File: src/rtl/pipelined_adder.sv
// Pipelined carry-chained adder/subtractor with valid/ready handshake; one chunk per stage.
// Define ADDER_OVERFLOW_EN to add the registered signed-overflow output.
module pipelined_adder #(
    parameter int xlen   = 64,
    parameter int stages = 4
) (
    input  logic            clk,
    input  logic            rst,
    input  logic            in_valid,
    output logic            in_ready,
    input  logic [xlen-1:0] a,
    input  logic [xlen-1:0] b,
    input  logic            carry_in,
    input  logic            sub,
    output logic            out_valid,
    input  logic            out_ready,
    output logic [xlen-1:0] sum,
    output logic            carry_out
`ifdef ADDER_OVERFLOW_EN
    ,
    output logic            overflow
`endif
);

    if ((stages < 1) || (stages > xlen) || ((xlen % stages) != 0)) begin : g_bad_cfg
        $error("pipelined_adder: xlen must be a multiple of stages, 1 <= stages <= xlen");
    end

    localparam int cw = xlen / stages;

    logic [xlen-1:0]   op_a_q [stages];
    logic [xlen-1:0]   op_a_d [stages];
    logic [xlen-1:0]   op_b_q [stages];
    logic [xlen-1:0]   op_b_d [stages];
    logic [xlen-1:0]   psum_q [stages];
    logic [xlen-1:0]   psum_d [stages];
    logic [stages-1:0] carry_q;
    logic [stages-1:0] carry_d;
    logic [stages-1:0] valid_q;
    logic [stages-1:0] valid_d;

    logic [xlen-1:0]   stg_a [stages];
    logic [xlen-1:0]   stg_b [stages];
    logic [xlen-1:0]   stg_s [stages];
    logic [stages-1:0] stg_c;
    logic [stages-1:0] stg_v;
    logic [cw:0]       chunk;
    logic              stall;

    assign stall     = valid_q[stages-1] && !out_ready;
    assign in_ready  = !stall;
    assign out_valid = valid_q[stages-1];
    assign sum       = psum_q[stages-1];
    assign carry_out = carry_q[stages-1];

    // Stage k consumes the register of stage k-1; stage 0 consumes the input port.
    always_comb begin
        stg_a = '{default: '0};
        stg_b = '{default: '0};
        stg_s = '{default: '0};
        stg_c = '0;
        stg_v = '0;
        stg_a[0] = a;
        stg_b[0] = sub ? ~b : b;
        stg_c[0] = carry_in ^ sub;
        stg_v[0] = in_valid;
        for (int k = 1; k < stages; k++) begin
            stg_a[k] = op_a_q[k-1];
            stg_b[k] = op_b_q[k-1];
            stg_s[k] = psum_q[k-1];
            stg_c[k] = carry_q[k-1];
            stg_v[k] = valid_q[k-1];
        end
    end

    always_comb begin
        op_a_d  = '{default: '0};
        op_b_d  = '{default: '0};
        psum_d  = '{default: '0};
        carry_d = '0;
        valid_d = '0;
        chunk   = '0;
        for (int k = 0; k < stages; k++) begin
            chunk = {1'b0, stg_a[k][k*cw +: cw]} + {1'b0, stg_b[k][k*cw +: cw]}
                  + (cw+1)'(stg_c[k]);
            op_a_d[k]              = stg_a[k];
            op_b_d[k]              = stg_b[k];
            psum_d[k]              = stg_s[k];
            psum_d[k][k*cw +: cw]  = chunk[cw-1:0];
            carry_d[k]             = chunk[cw];
            valid_d[k]             = stg_v[k];
        end
    end

    always_ff @(posedge clk) begin
        if (rst) begin
            valid_q <= '0;
            carry_q <= '0;
            for (int k = 0; k < stages; k++) begin
                op_a_q[k] <= '0;
                op_b_q[k] <= '0;
                psum_q[k] <= '0;
            end
        end else if (!stall) begin
            valid_q <= valid_d;
            carry_q <= carry_d;
            for (int k = 0; k < stages; k++) begin
                op_a_q[k] <= op_a_d[k];
                op_b_q[k] <= op_b_d[k];
                psum_q[k] <= psum_d[k];
            end
        end
    end

`ifdef ADDER_OVERFLOW_EN
    logic ovf_q;
    logic ovf_d;

    // Carry into the MSB is recovered from the MSB sum bit and its operand bits.
    always_comb begin
        ovf_d = stg_a[stages-1][xlen-1] ^ stg_b[stages-1][xlen-1]
              ^ psum_d[stages-1][xlen-1] ^ carry_d[stages-1];
    end

    always_ff @(posedge clk) begin
        if (rst) begin
            ovf_q <= 1'b0;
        end else if (!stall) begin
            ovf_q <= ovf_d;
        end
    end

    assign overflow = ovf_q;
`endif

endmodule

File: config.mk
export PLATFORM = sky130hd
export DESIGN_NAME = pipelined_adder
export DESIGN_NICKNAME = d
export VERILOG_FILES = /design/src/rtl/pipelined_adder.sv
export SDC_FILE = /design/constraint.sdc
export NUM_CORES = 1
export LEC_CHECK = 0
export CAP_MARGIN = 5
export CELL_PAD_IN_SITES_DETAIL_PLACEMENT = 0
export CELL_PAD_IN_SITES_GLOBAL_PLACEMENT = 1
export CORE_ASPECT_RATIO = 0.7
export CORE_MARGIN = 10
export CORE_UTILIZATION = 50
export DETAILED_ROUTE_END_ITERATION = 16
export PLACE_DENSITY_LB_ADDON = 0.1
export SLEW_MARGIN = 15
export SYNTH_ARGS = -nofsm -noshare
export SYNTH_HDL_FRONTEND = slang
export SYNTH_SLANG_ARGS = --single-unit
File: constraint.sdc
create_clock -name clk -period 17.35 [get_ports clk]
set_input_delay 3.47 -clock clk [delete_from_list [all_inputs] [get_ports clk]]
set_output_delay 3.47 -clock clk [all_outputs]
set_load 0.01 [all_outputs]
Word level (Yosys, flattened, before mapping)
Memories as Yosys holds them, arrays and structs flattened.
Index checks and enable logic that the tools add are counted.
{"block": "word_totals", "n_memories": 3, "latchBits": 0, "elab_cells": 48, "ram_bits": 768, "rom_bits": 0, "output_inout_bits": 67, "ff_bits": 8, "in_bits": 134}
{"name": "op_a_q", "words": 4, "width": 64, "rd": 3, "rd_clocked_by_memory_dff": 0, "wr": 4, "line": "31", "source": "logic [xlen-1:0] op_a_q [stages];"}
{"name": "op_b_q", "words": 4, "width": 64, "rd": 3, "rd_clocked_by_memory_dff": 0, "wr": 4, "line": "33", "source": "logic [xlen-1:0] op_b_q [stages];"}
{"name": "psum_q", "words": 4, "width": 64, "rd": 4, "rd_clocked_by_memory_dff": 0, "wr": 4, "line": "35", "source": "logic [xlen-1:0] psum_q [stages];"}
{"block": "op_classes", "div_mod_pow": 0, "multipliers": 0, "addsub": 8, "reduce_logical": 3, "eq_ne": 0, "shift": 0, "muxes": 18, "bitwise": 14, "magnitude_cmp": 0}
{"op": "64-bit 2-to-1 mux", "count": 13}
{"op": "16-bit by 16-bit adder with 17-bit output", "count": 4}
{"op": "17-bit by 1-bit adder with 17-bit output", "count": 4}
{"op": "64-bit inverter", "count": 1}
{"op": "1-bit bitwise OR", "count": 12}
{"op": "1-bit 2-to-1 mux", "count": 5}
{"op": "1-bit zero test", "count": 2}
{"op": "1-bit logical AND", "count": 1}
{"op": "1-bit bitwise XOR", "count": 1}

Logic depth before layout (Yosys ltp)
{"block": "depth", "ltp_word": 6, "ltp_mapped": 12, "ltp_nobuf": 10}

Least setup slack after synthesis
No wires, ideal clock.
{"block": "synth_path", "kind": "input -> register", "startpoint": "input port rst", "endpoint": "memory op_a_q[1][36], in the netlist op_a_q[0][100], enable pin", "arrival_ps": 12135, "required_ps": 16572, "path_buffers": 1, "cell_stages": 2, "setup_slack_ps": 4436, "setup_time_ps": 778, "path_cell_list": "clkbuf_1 -> nand2b_1"}
{"element": "start, declared", "line": "8", "source": "input logic rst,"}
{"element": "end, declared", "line": "31"}

Worst setup path in the final report
{"block": "layout_path", "startpoint": "input port out_ready", "endpoint": "output port in_ready"}
{"block": "layout_via", "elab_chain_len": 3}
{"element": "start, declared", "line": "16", "source": "input logic out_ready,"}
{"element": "1-bit zero test", "line": "50", "source": "assign stall = valid_q[stages-1] && !out_ready;"}
{"element": "1-bit logical AND", "line": "50"}
{"element": "1-bit zero test"}
{"element": "end, declared", "line": "10", "source": "output logic in_ready,"}
No other way between the ends.

==> flow_metrics.py <==
metrics = {
    "logic_synthesis": {
        "synth_area_um2": 16400,
        "yosysWarnings": 0,
        "ys.flop_type": "edfxtp_1",
        "synth_cell_types": 57,
        "yosysTopAreaCell": "edfxtp_1",
        "ys_seq_elements": 360,
        "synth_edf_count": 352,
        "avgSynthCellArea_um2": 13.5,
        "synthArstFlopShare_pct": 0,
        "syn_inst": 1221,
        "seq_area_frac_synth_pct": 65.2,
        "ys_top_cells_by_area": "edfxtp_1 64%, and2_1 9.4%, ha_1 4.6%",
        "synth_top_area_share_pct": 64.3,
        "syn_nets": 1423,
    },
    "critical_path": {
        "critPathBufInv": 4,
        "rr_startpoint": "valid_q[3]$_SDFFE_PP0N_",
        "slowest_delay_ns": 0.59,
        "cp-startpoint": "out_ready",
        "path_max_fanout": 15,
        "reg2reg_depth": 5,
        "crit_end": "in_ready",
        "cp.arrival_ns": 5.05,
        "cp_num_cells": 5,
        "path_cells": "clkdlybuf4s50_1 > nor2b_2 > buf_4 > inv_2 > clkdlybuf4s50_1",
        "worst_path_most_repeated_cell": "clkdlybuf4s50_1",
        "critPathCaptureType": "primary output",
        "worst-setup-path-type": "primary input to primary output",
        "ff2ff_setup_slack_ns": 13.82,
        "crit_family": "buffers and inverters",
        "cp-start-kind": "primary input",
        "worst_path_max_delay_cell": "clkdlybuf4s50_1",
        "cp.required_ns": 13.88,
        "timing.rr.end": "psum_q[0][73]$_SDFFCE_PN0P_",
    },
    "final_layout": {
        "drive_above_1_share_pct": 4.93,
        "final_cell_mix": "352 x edfxtp_1, 248 x and2_1, 199 x clkdlybuf4s50_1",
        "post-route-util_pct": 62.0,
        "synthToLayoutAreaGrowth_pct": 21.9,
        "fill_cells": 2527,
        "num-nets-final": 1619,
        "mostFrequentLayoutCell": "edfxtp_1",
    },
    "sta": {
        "slew_headroom_pct": 28.3,
        "worst_pin_slew_ns": 1.08,
        "setup_slack_ns": 8.83,
        "hold_viol": 0,
        "fin_crit_sh_pct": 49.1,
        "finalSetupTns_ns": 0,
        "fin_crit_ns": 8.52,
        "setup_viol": 0,
        "timing.hold.ws_ns": 0.454,
        "rsz0062_at_grt": "false",
        "skew_ns": 0.0111,
        "slew_violations": 0,
        "fmax_mhz": 117,
    },
    "clocking": {
        "post_cts_buffers": 0,
        "cts_inserted_buffers": 36,
        "ctsHoldBuffers": 0,
        "worstSkewPairLatency_ns": 0.51,
        "cts_resized": 0,
        "cts_max_level": 2,
        "cts_tree": "done",
        "cts_buffer_depth": 3,
        "cts.clk_slew.worst_paths_ns": 0.06,
        "cts-root-buf": "clkbuf_16",
        "cts_sinks": 360,
    },
    "power_and_ir_drop": {
        "fin_total_pwr_mw": 2.02,
        "p_leak_nw": 8.16,
        "peakVddDrop_v": 0.0000630,
        "power.density_nw_per_um2": 101,
    },
    "floorplanning": {
        "dieHeight_um": 172,
        "die_w_um": 237,
        "start_util_pct": 50.9,
        "row_count": 55,
        "core_um2": 32300,
        "top_level_ports": 201,
        "dieArea_um2": 40700,
    },
    "global_route": {
        "overflow": 0,
        "grt_pass1_vias": 9141,
        "antenna_found_initial": 1,
        "grt_usage_pct": 14.8,
        "grt_max_degree": 111,
        "grt_first_pass_wirelength_um": 48700,
    },
    "drt": {
        "drt_wl_total_um": 30500,
        "ant_nets": 0,
        "firstDrtPassIters": 5,
        "vias_per_cell": 5.00,
        "wl_per_cell_um": 16.3,
        "remaining_drc_errors": 0,
        "drt_iter0_drc": 609,
        "routed-via-count": 9346,
    },
    "place": {
        "place_ws_ns": 8.81,
        "dp_hpwl_um": 21100,
        "gp_congestion": 0.823,
        "numPortBuffers": 200,
    },
    "hold_path": {
        "hold_path_class": "register to register",
    },
    "run_status": {
        "status": "finished clean",
    },
    "flow_run": {
        "maxCapViolCount": 0,
    },
}
==> per-stage QoR <==
stage / cell area [um2] / instances
floorplan: 16400 / 1221
global placement: 18900 / 1806
detailed placement: 18900 / 1806
CTS: 20000 / 1867
global route: 20000 / 1867
finish: 20000 / 1868
==> worst min-delay path, stage by stage (launching register included) <==
cell and delay [ns]:
dfxtp_1 0.31, nand2_1 0.05, a21oi_1 0.05
==> how the worst min path moves through the flow <==
stage,from,end,slack [ns],cells after the start
final,valid_q[1]$_SDFFE_PP0N_,valid_q[1]$_SDFFE_PP0N_,0.45,2
after global routing,valid_q[0]$_SDFFE_PP0N_,valid_q[1]$_SDFFE_PP0N_,0.48,2
after CTS,valid_q[0]$_SDFFE_PP0N_,valid_q[0]$_SDFFE_PP0N_,0.45,2
after detailed placement,valid_q[0]$_SDFFE_PP0N_,valid_q[0]$_SDFFE_PP0N_,0.45,2
after global placement,valid_q[1]$_SDFFE_PP0N_,valid_q[1]$_SDFFE_PP0N_,0.44,2
after floorplan,valid_q[0]$_SDFFE_PP0N_,valid_q[0]$_SDFFE_PP0N_,0.43,2
==> registers in the layout, summed over array words and instances (netlist names) <==
register / cells
valid_q: 4
op_a_q: 96
carry_q: 4
psum_q: 160
op_b_q: 96
==> routing by layer <==
| layer | vias up | global-route usage (%) | wire length, um | share of wire (%) |
|---|---|---|---|---|
| met4 | 0 | 3.53 | 451 | 1.5 |
| met1 | 4369 | 19.7 | 14000 | 46 |
| met3 | 34 | 3.49 | 1540 | 5.1 |
| li1 | 4751 | - | - | - |
| met5 | - | 0 | 0 | 0 |
| met2 | 192 | 24.0 | 14500 | 48 |
==> cell usage after synthesis, drive strengths merged (2+ instances only) <==
cell type and count:
o2111ai 2, and2 248, nand4 3, inv 18
o41ai 4, a211oi 12, xor2 35, edfxtp 352
a31o 2, a221oi 3, nor3 9, a21o 19
a31oi 3, clkbuf 45, nand2b 6, a2111oi 3
o211ai 10, o22ai 3, o21a 9, o21ai 28
nor2b 4, mux2i 5, o21bai 7, ha 60
and3 6, nor2 118, o31ai 7, fa 8
nand3 13, nand2 33, dfxtp 8, or3 8
a21oi 34, buf 7, xnor2 74
==> area by class of cell <==
class,count,area [um2],area share (%)
Clock buffer,45,966,4.82
Tap cell,427,534,2.67
Sequential cell,360,10700,53.5
Clock inverter,16,195,0.974
Inverter,18,67.6,0.337
Antenna cell,1,2.50,0.0125
Timing Repair Buffer,210,2070,10.4
Multi-Input combinational cell,791,5470,27.3
==> power by group <==
group	internal [mW]	leakage (nW)	total, mW	switching, mW
combinational	0.110	3.35	0.215	0.105
clock	0.466	0.566	0.770	0.304
sequential	1.02	4.25	1.04	0.0159
total	1.60	8.16	2.02	0.425
==> cell families (layout without fill, tap and decap cells) <==
logic type | count (synthesis) | after routing | synth area share [%]
compound gates | 158 | 158 | 6.75
xor+xnor | 109 | 109 | 5.80
fa+ha+maj | 68 | 68 | 5.54
buf+inv | 70 | 289 | 1.64
flops | 360 | 360 | 65.2
mux | 5 | 5 | 0.304
other cells | 0 | 1 | 0
simple gates | 451 | 451 | 14.7
Power figures use the tool's default switching activity.
